### config.mk
export PLATFORM = sky130hd
export DESIGN_NAME = if_id_queue
export DESIGN_NICKNAME = d
export VERILOG_FILES = /design/src/rtl/if_id_queue.sv
export SDC_FILE = /design/constraint.sdc
export NUM_CORES = 1
export LEC_CHECK = 0
export BUFFER_PORTS_ARGS = -buffer_cell sky130_fd_sc_hd__buf_2
export CAP_MARGIN = 5
export CORE_MARGIN = 10
export CORE_UTILIZATION = 51
export CTS_CLUSTER_SIZE = 8
export DETAILED_ROUTE_END_ITERATION = 6
export PLACE_DENSITY = 0.74
export SLEW_MARGIN = 20
export SYNTH_ARGS = -nofsm -noshare
export SYNTH_HDL_FRONTEND = slang
export SYNTH_SLANG_ARGS = --single-unit
### constraint.sdc
create_clock -name clock -period 3 [get_ports clock]
set_input_delay 0.6 -clock clock [delete_from_list [all_inputs] [get_ports clock]]
set_output_delay 0.6 -clock clock [all_outputs]
set_load 0.01 [all_outputs]
### src/rtl/if_id_queue.sv
// if_id_queue: in-order fetch-to-decode FIFO with first-word fall-through and synchronous flush.
// Define IFQ_STATS_EN to add the flush_drop_count and full_stall_count statistics outputs.
module if_id_queue #(
    parameter int          DEPTH    = 4,
    parameter int          PTR_W    = 2,
    parameter logic [31:0] NOP_WORD = 32'h0000_0000
) (
    input  logic             clock,
    input  logic             reset,
    input  logic             in_valid,
    output logic             in_ready,
    input  logic [31:0]      in_instruction,
    input  logic [31:0]      in_pc,
    input  logic             in_prediction,
    input  logic             flush,
    output logic             out_valid,
    input  logic             out_ready,
    output logic [31:0]      out_instruction,
    output logic [31:0]      out_pc,
    output logic             out_prediction,
`ifdef IFQ_STATS_EN
    output logic [15:0]      flush_drop_count,
    output logic [15:0]      full_stall_count,
`endif
    output logic [PTR_W:0]   count
);
    localparam logic [PTR_W:0] FULL = (PTR_W+1)'(DEPTH);
    logic [64:0]      mem [DEPTH];
    logic [PTR_W-1:0] wr_ptr, rd_ptr;
    logic             push, pop;
    assign in_ready        = count != FULL;
    assign out_valid       = count != '0;
    assign push            = in_valid & in_ready;
    assign pop             = out_valid & out_ready;
    // Bubble values when empty so stale RAM never leaks to decode.
    assign out_instruction = out_valid ? mem[rd_ptr][31:0]  : NOP_WORD;
    assign out_pc          = out_valid ? mem[rd_ptr][63:32] : 32'h0;
    assign out_prediction  = out_valid & mem[rd_ptr][64];
    always_ff @(posedge clock)
        if (push & ~flush & ~reset) mem[wr_ptr] <= {in_prediction, in_pc, in_instruction};
    always_ff @(posedge clock) begin
        if (reset | flush) begin
            wr_ptr <= '0;
            rd_ptr <= '0;
            count  <= '0;
        end else begin
            if (push) wr_ptr <= wr_ptr + 1'b1;
            if (pop)  rd_ptr <= rd_ptr + 1'b1;
            count <= count + (PTR_W+1)'(push) - (PTR_W+1)'(pop);
        end
    end
`ifdef IFQ_STATS_EN
    logic [16:0] drop_sum;
    assign drop_sum = {1'b0, flush_drop_count} + 17'(count) + 17'(in_valid);
    always_ff @(posedge clock) begin
        if (reset) begin
            flush_drop_count <= '0;
            full_stall_count <= '0;
        end else begin
            if (flush) flush_drop_count <= drop_sum[16] ? 16'hFFFF : drop_sum[15:0];
            if (in_valid & ~in_ready & (full_stall_count != 16'hFFFF))
                full_stall_count <= full_stall_count + 1'b1;
        end
    end
`endif
endmodule
* Word level (Yosys, flattened, before mapping)
Memory sizes are Yosys's and may differ from the RTL's. A register that Yosys moved wholly into a read port is not among the register bits. Cells that the tools add are included.
Word-level totals: flip-flop bits (word level) 7, RAM bits 260, input port bits 70, output and inout bits 70, word-level logic and storage cells 24, memories 1
Cells by class: add/subtract/negate cells 4, equal/unequal tests 1, muxes and demuxes 6, bitwise logic cells 8, reductions and logical operators 1
Memories:
- mem | words 4, width 65, rd ports 1, clocked after memory_dff 1, wr ports 1, RTL line 28 | logic [64:0] mem [DEPTH];
Operators with widths (count):
- $mux 32 | 2
- $and 1x1->1 | 5
- $add 2x1->2 const B | 2
- $mux 2 | 2
- $add 3x1->3 | 1
- $ne 3x3->1 const B | 1
- $reduce_bool 3->1 | 1
- $sub 3x1->3 | 1
- $mux 1 | 2
- $not 1->1 | 2
- $or 1x1->1 | 1

* Logic depth before layout (Yosys ltp)
Gate-level depths: netlist of run 1.
depth after elaboration 6, mapped depth 11, gate-level depth less buffers 11

* Worst setup path after synthesis of run 1
No wires, ideal clock.
kind input -> register, from input port flush, to memory mem[0][0] (enable), library setup time 430 ps, arrival time 2564 ps, required time 2570 ps, setup slack 6 ps, stages on the path 3, path buffers 1, path through nor2_1 clkbuf_1 and3_1
On the way: longest elaborated chain between the ends 5
Ends and longest elaborated chain:
- start: declaration | RTL line 15 | input logic flush,
- $not 1->1 | RTL line 40 | if (push & ~flush & ~reset) mem[wr_ptr] <= {in_prediction, in_pc, in_instruction};
- $and 1x1->1 (2 in a row) | RTL line 40
- $mux 1 | RTL line 40
- $mux 1 (not written as such) | RTL line 40
- end: declaration | RTL line 28
No other way between the ends.

==> results of run 1 <==
==> stage by stage <==
stage	total power [W]	hold slack, ns
global placement	0.00474	0.472
finish	0.00855	0.314
CTS	0.00866	0.290
detailed placement	0.00476	0.501
floorplan	0.00452	0.461
global route	0.00886	0.296
==> state kept, by name, indices dropped and copies added (netlist names), named ones only <==
register	flops
mem	260
rd_ptr	2
wr_ptr	2
count	3
==> area by class of cell <==
| cell class | count | share of cell area (%) |
|---|---|---|
| well taps | 265 | 2.65 |
| flip-flops and latches | 269 | 63.9 |
| diodes | 4 | 0.0800 |
| inverters | 5 | 0.150 |
| clock buffers | 55 | 8.62 |
| clock inverters | 1 | 0.0400 |
| repair buffers | 155 | 7.32 |
| multi-input cells | 164 | 17.3 |
==> logic make-up (layout without fill, tap and decap cells) <==
family	after synthesis	after routing
adders and majority gates	7	7
AOI/OAI and AO/OA	3	3
muxes	67	67
xor gates and xnor gates	3	3
and+or+nand+nor	84	84
buffers and inverters	28	216
other	0	4
DFF	269	269
==> Yosys cell counts (all sizes together), types with 2 or more instances <==
cell type / instances / area, µm²
edfxtp: 260 / 7810
and2: 69 / 432
mux4: 65 / 1460
buf: 13 / 103
clkbuf: 10 / 37.5
dfxtp: 9 / 180
ha: 6 / 75.1
inv: 5 / 18.8
and3: 4 / 25.0
nand2: 3 / 11.3
mux2i: 2 / 20.0
nand4: 2 / 12.5
nor3: 2 / 10.0
o21ai: 2 / 10.0
or3: 2 / 12.5
xnor2: 2 / 17.5
==> per-layer routing <==
layer	share of wire (%)	up-vias	global-route usage, %	wire length, µm
met5	0.11	-	0	22
met4	1.7	4	6.20	342
met3	7.1	30	5.03	1440
met2	51	159	25.5	10300
met1	40	2594	19.2	8200
li1	-	2215	-	-
==> power by group <==
| part | switching, W | internal (W) | leakage, nW |
|---|---|---|---|
| logic | 0.000270 | 0.000219 | 1.39 |
| registers | 0.0000186 | 0.00417 | 2.42 |
| clock network | 0.00142 | 0.00245 | 0.526 |
| total | 0.00171 | 0.00684 | 4.34 |
==> worst max-delay path, stage by stage (launching register included) <==
cell and delay, ns:
dfxtp_4 0.54, buf_4 0.32, mux4_2 0.53, and2_1 0.18, buf_2 0.14
==> path summary, 6_finish.rpt <==
kind | startpoint | endpoint | slack, ns | cells after the start
worst max register to register | count[1] | count[2] | 0.41 | 10
worst min-delay path | in_pc[11] | mem[1][43] | 0.31 | 1
worst min register to register | wr_ptr[1] | wr_ptr[1] | 0.51 | 2
worst max-delay path | register | out_pc[13] | 0.18 | 4
==> flow_metrics.env, run 1 <==
export IMPL_syn_to_final_growth_pct=21.7
export IMPL_dp_hpwl_um=12400
export IMPL_ios=140
export IMPL_worstPathArrival_ns=2.22
export IMPL_maxCapViolations=0
export IMPL_insertion_delay_ns=0.50
export IMPL_rsz0062_at_grt="no"
export IMPL_drt_iter0_drc=376
export IMPL_overflow=0
export IMPL_hold_viol_final=0
export IMPL_syn_inst=461
export IMPL_antenna_left=0
export IMPL_clk_pin_slew_ns=0.05
export IMPL_dp_cells=858
export IMPL_fin_tns_setup_ns=0
export IMPL_yosysWarnings=0
export IMPL_ctsResizeCount=0
export IMPL_hold_class="in -> reg"
export IMPL_grt_max_degree=67
export IMPL_dieArea_um2=26200
export IMPL_leakage_nw=4.34
export IMPL_clock_sinks=269
export IMPL_viasPerCell=5.45
export IMPL_critPathKind="reg -> out"
export IMPL_place_ws_ns=0.401
export IMPL_final_area_um2=12500
export IMPL_fin_skew_ns=0.0138
export IMPL_syn_nets=538
export IMPL_worst_slack_ns=0.183
export IMPL_portBuffers=139
export IMPL_ctsHoldBuffers=0
export IMPL_critPathMaxFanout=14
export IMPL_fill_cells=1383
export IMPL_critPathCaptureType="output port"
export IMPL_power_density_nw_per_um2=683
export IMPL_ys_seq_elements=269
export IMPL_cp_data_required_time_ns=2.40
export IMPL_synthSimpleGateAreaFrac_pct=5.01
export IMPL_regArea_um2=8000
export IMPL_drive_above_1_share_pct=41.4
export IMPL_synth_top_family_by_area="multiplexers"
export IMPL_ctsLongestPathBuffers=3
export IMPL_cts_root_buf="clkbuf_16"
export IMPL_synth_enable_flop_cells=260
export IMPL_mostFrequentLayoutCells="260 x edfxtp_1, 139 x buf_2, 69 x and2_1"
export IMPL_cts_tree="done"
export IMPL_core_area_um2=19700
export IMPL_final_util_pct=63.7
export IMPL_drcViolationCount=0
export IMPL_multi_input_area_um2=2160
export IMPL_setup_viol_count_final=0
export IMPL_num_rows=51
export IMPL_synthXorXnorAreaFrac_pct=0.255
export IMPL_wl_per_cell_um=22.1
export IMPL_synthAdderAreaFrac_pct=0.924
export IMPL_antenna_found_initial=6
export IMPL_syn_area_um2=10300
export IMPL_htreeDepth=2
export IMPL_yosys_mux_area_fraction_pct=14.4
export IMPL_max_freq_mhz=355
export IMPL_synth_async_sr_flop_share_pct=0
export IMPL_die_h_um=162
export IMPL_grt_pass1_vias=5479
export IMPL_yosysSeqAreaShare_pct=77.7
export IMPL_synth_compound_area_share_pct=0.182
export IMPL_grt_total_usage_pct=15.7
export IMPL_worst_pin_slew_ns=0.640
export IMPL_grt_pass1_wl_um=31900
export IMPL_final_common_cell="edfxtp_1"
export IMPL_yosysUniqueCellTypes=22
export IMPL_avgSynthCellArea_um2=22.3
export IMPL_post_cts_setup_buffers=0
export IMPL_place_congestion=0.780
export IMPL_vdd_drop_max_mv=0.405
export IMPL_status="completed"
export IMPL_cts_buffers_inserted=39
export IMPL_worst_setup_path_start_kind="register"
export IMPL_drv_slew=0
export IMPL_synth_flop_cell="edfxtp_1"
export IMPL_drt_wl_total_um=20300
export IMPL_dieWidth_um=162
export IMPL_fin_crit_sh_pct=93.9
export IMPL_via_count=5002
export IMPL_relSlewSlack_pct=57.3
export IMPL_start_util_pct=52.3
export IMPL_final_cells=918
export IMPL_dr_pass1_iters=4
export IMPL_fin_crit_ns=2.82
export IMPL_dpl_instance_area_um2=11400
export IMPL_nets=711
Note: power is estimated with default switching activity, not from simulation.
==> run 2: changes to the inputs <==
--- a/config.mk
+++ b/config.mk
@@ -8,10 +8,11 @@
 export BUFFER_PORTS_ARGS = -buffer_cell sky130_fd_sc_hd__buf_2
 export CAP_MARGIN = 5
 export CORE_MARGIN = 10
-export CORE_UTILIZATION = 51
+export CORE_UTILIZATION = 54
+export CTS_BUF_LIST = sky130_fd_sc_hd__clkbuf_2 sky130_fd_sc_hd__clkbuf_4 sky130_fd_sc_hd__clkbuf_8
 export CTS_CLUSTER_SIZE = 8
 export DETAILED_ROUTE_END_ITERATION = 6
-export PLACE_DENSITY = 0.74
+export PLACE_DENSITY = 0.78
 export SLEW_MARGIN = 20
 export SYNTH_ARGS = -nofsm -noshare
 export SYNTH_HDL_FRONTEND = slang
==> run 2 against run 1 <==
  * Cell area decreased by 2.8%
  * Routed wire length down 3.0%
  * Non-clock buffer count increased by 1
  * Clock skew is essentially flat
  * Worst setup slack better by 0.053 ns
  * Sequential power hardly changed
  * Die area fell by 4.9%
  * Register-to-register slack got worse by 0.04 ns
  * Worst hold slack got worse by 0.018 ns
  * Via count is 0.44% lower
  * Core utilization is 1.4 points higher
  * Critical path depth stayed put
  * Critical endpoint is now out_pc[18]
  * Largest cell class unchanged
==> flow_metrics.env, run 2 (synthesis gave the netlist of run 1 again) <==
export IMPL_fin_skew_ns=0.0139
export IMPL_grt_pass1_vias=5581
export IMPL_grt_total_usage_pct=16.2
export IMPL_max_freq_mhz=362
export IMPL_ios=140
export IMPL_total_power_w=0.00752
export IMPL_setup_viol_count_final=0
export IMPL_grt_pass1_wl_um=30900
export IMPL_hold_class="in -> reg"
export IMPL_dieWidth_um=158
export IMPL_antenna_found_initial=3
export IMPL_power_density_nw_per_um2=618
export IMPL_overflow=0
export IMPL_worst_setup_path_start_kind="register"
export IMPL_rr_startpoint="count[1]"
export IMPL_largest_register_ffs=260
export IMPL_core_area_um2=18700
export IMPL_drcViolationCount=0
export IMPL_crit_start="count[1]"
export IMPL_cp_data_required_time_ns=2.40
export IMPL_clock_sinks=269
export IMPL_nets=716
export IMPL_cts_buffers_inserted=43
export IMPL_status="completed"
export IMPL_post_cts_setup_buffers=0
export IMPL_worstPathArrival_ns=2.16
export IMPL_portBuffers=139
export IMPL_dp_cells=828
export IMPL_drt_iter0_drc=273
export IMPL_largestRegisters="mem x260, count x3"
export IMPL_htreeDepth=2
export IMPL_viasPerCell=5.53
export IMPL_wl_per_cell_um=21.9
export IMPL_die_h_um=158
export IMPL_top_register="mem"
export IMPL_ctsResizeCount=0
export IMPL_maxCapViolations=0
export IMPL_final_common_cell="edfxtp_1"
export IMPL_antenna_left=0
export IMPL_via_count=4980
export IMPL_place_congestion=0.747
export IMPL_drv_slew=0
export IMPL_insertion_delay_ns=0.52
export IMPL_critPathCaptureType="output port"
export IMPL_mostFrequentLayoutCells="260 x edfxtp_1, 139 x buf_2, 69 x and2_1"
export IMPL_start_util_pct=55.0
export IMPL_rsz0062_at_grt="no"
export IMPL_ctsLongestPathBuffers=3
export IMPL_leakage_nw=4.23
export IMPL_dp_hpwl_um=12100
export IMPL_fin_crit_ns=2.76
export IMPL_clk_pin_slew_ns=0.06
export IMPL_fin_crit_sh_pct=92.2
export IMPL_min_from="in_instruction[27]"
export IMPL_cts_root_buf="clkbuf_8"
export IMPL_dr_pass1_iters=4
export IMPL_worst_pin_slew_ns=0.622
export IMPL_dieArea_um2=25000
export IMPL_final_cells=901
export IMPL_syn_to_final_growth_pct=18.3
export IMPL_cts_tree="done"
export IMPL_num_rows=50
export IMPL_critPathMaxFanout=66
export IMPL_grt_max_degree=67
export IMPL_fin_tns_setup_ns=0
export IMPL_drive_above_1_share_pct=43.9
export IMPL_ctsHoldBuffers=0
export IMPL_critPathKind="reg -> out"
export IMPL_relSlewSlack_pct=58.6
export IMPL_hold_viol_final=0
export IMPL_vdd_drop_max_mv=0.383
export IMPL_drt_wl_total_um=19700
[run 2: area by class of cell]
class / count / area [µm²]
timing repair buffer: 156 / 911
sequential: 269 / 8000
tap: 234 / 293
antenna: 2 / 5.00
fill: 1274 / 6540
multi-input combinational: 164 / 2160
clock inverter: 8 / 31.3
clock buffer: 63 / 754
inverter: 5 / 18.8
[run 2: path summary, 6_finish.rpt]
check        slack (ns)          to  depth (start not counted)
max                0.24  out_pc[18]                          4
min                0.30  mem[0][27]                          1
max reg2reg        0.37    count[2]                         11
min reg2reg        0.51   wr_ptr[1]                          2
[run 2: through the flow]
| step | util, % | instance area, µm² | setup WS, ns | hold WS [ns] |
|---|---|---|---|---|
| floorplan | - | 10300 | 0.00608 | 0.461 |
| global placement | 60.8 | 11400 | 0.522 | 0.473 |
| detailed placement | 60.8 | 11400 | 0.365 | 0.498 |
| CTS | 65.0 | 12200 | 0.187 | 0.255 |
| global route | 65.0 | 12200 | 0.137 | 0.261 |
| finish | 65.1 | 12200 | 0.235 | 0.296 |
[run 2: layer usage]
metal	vias to the layer above	track usage (%)	wire length [µm]
met1	2584	19.3	7610
met3	29	4.99	1320
met2	139	27.8	10400
met5	-	0	13
li1	2226	-	-
met4	2	4.98	314
[run 2: worst max-delay path, stage by stage (launching register included)]
cell and delay, ns:
dfxtp_1 0.37, or3_2 0.51, buf_4 0.34, and2_1 0.25, buf_2 0.15
[run 2: where the power goes]
group          total (W)  switching, W  internal (W)
logic           0.000490      0.000271      0.000219
clock network    0.00285       0.00126       0.00159
registers        0.00418     0.0000146       0.00417
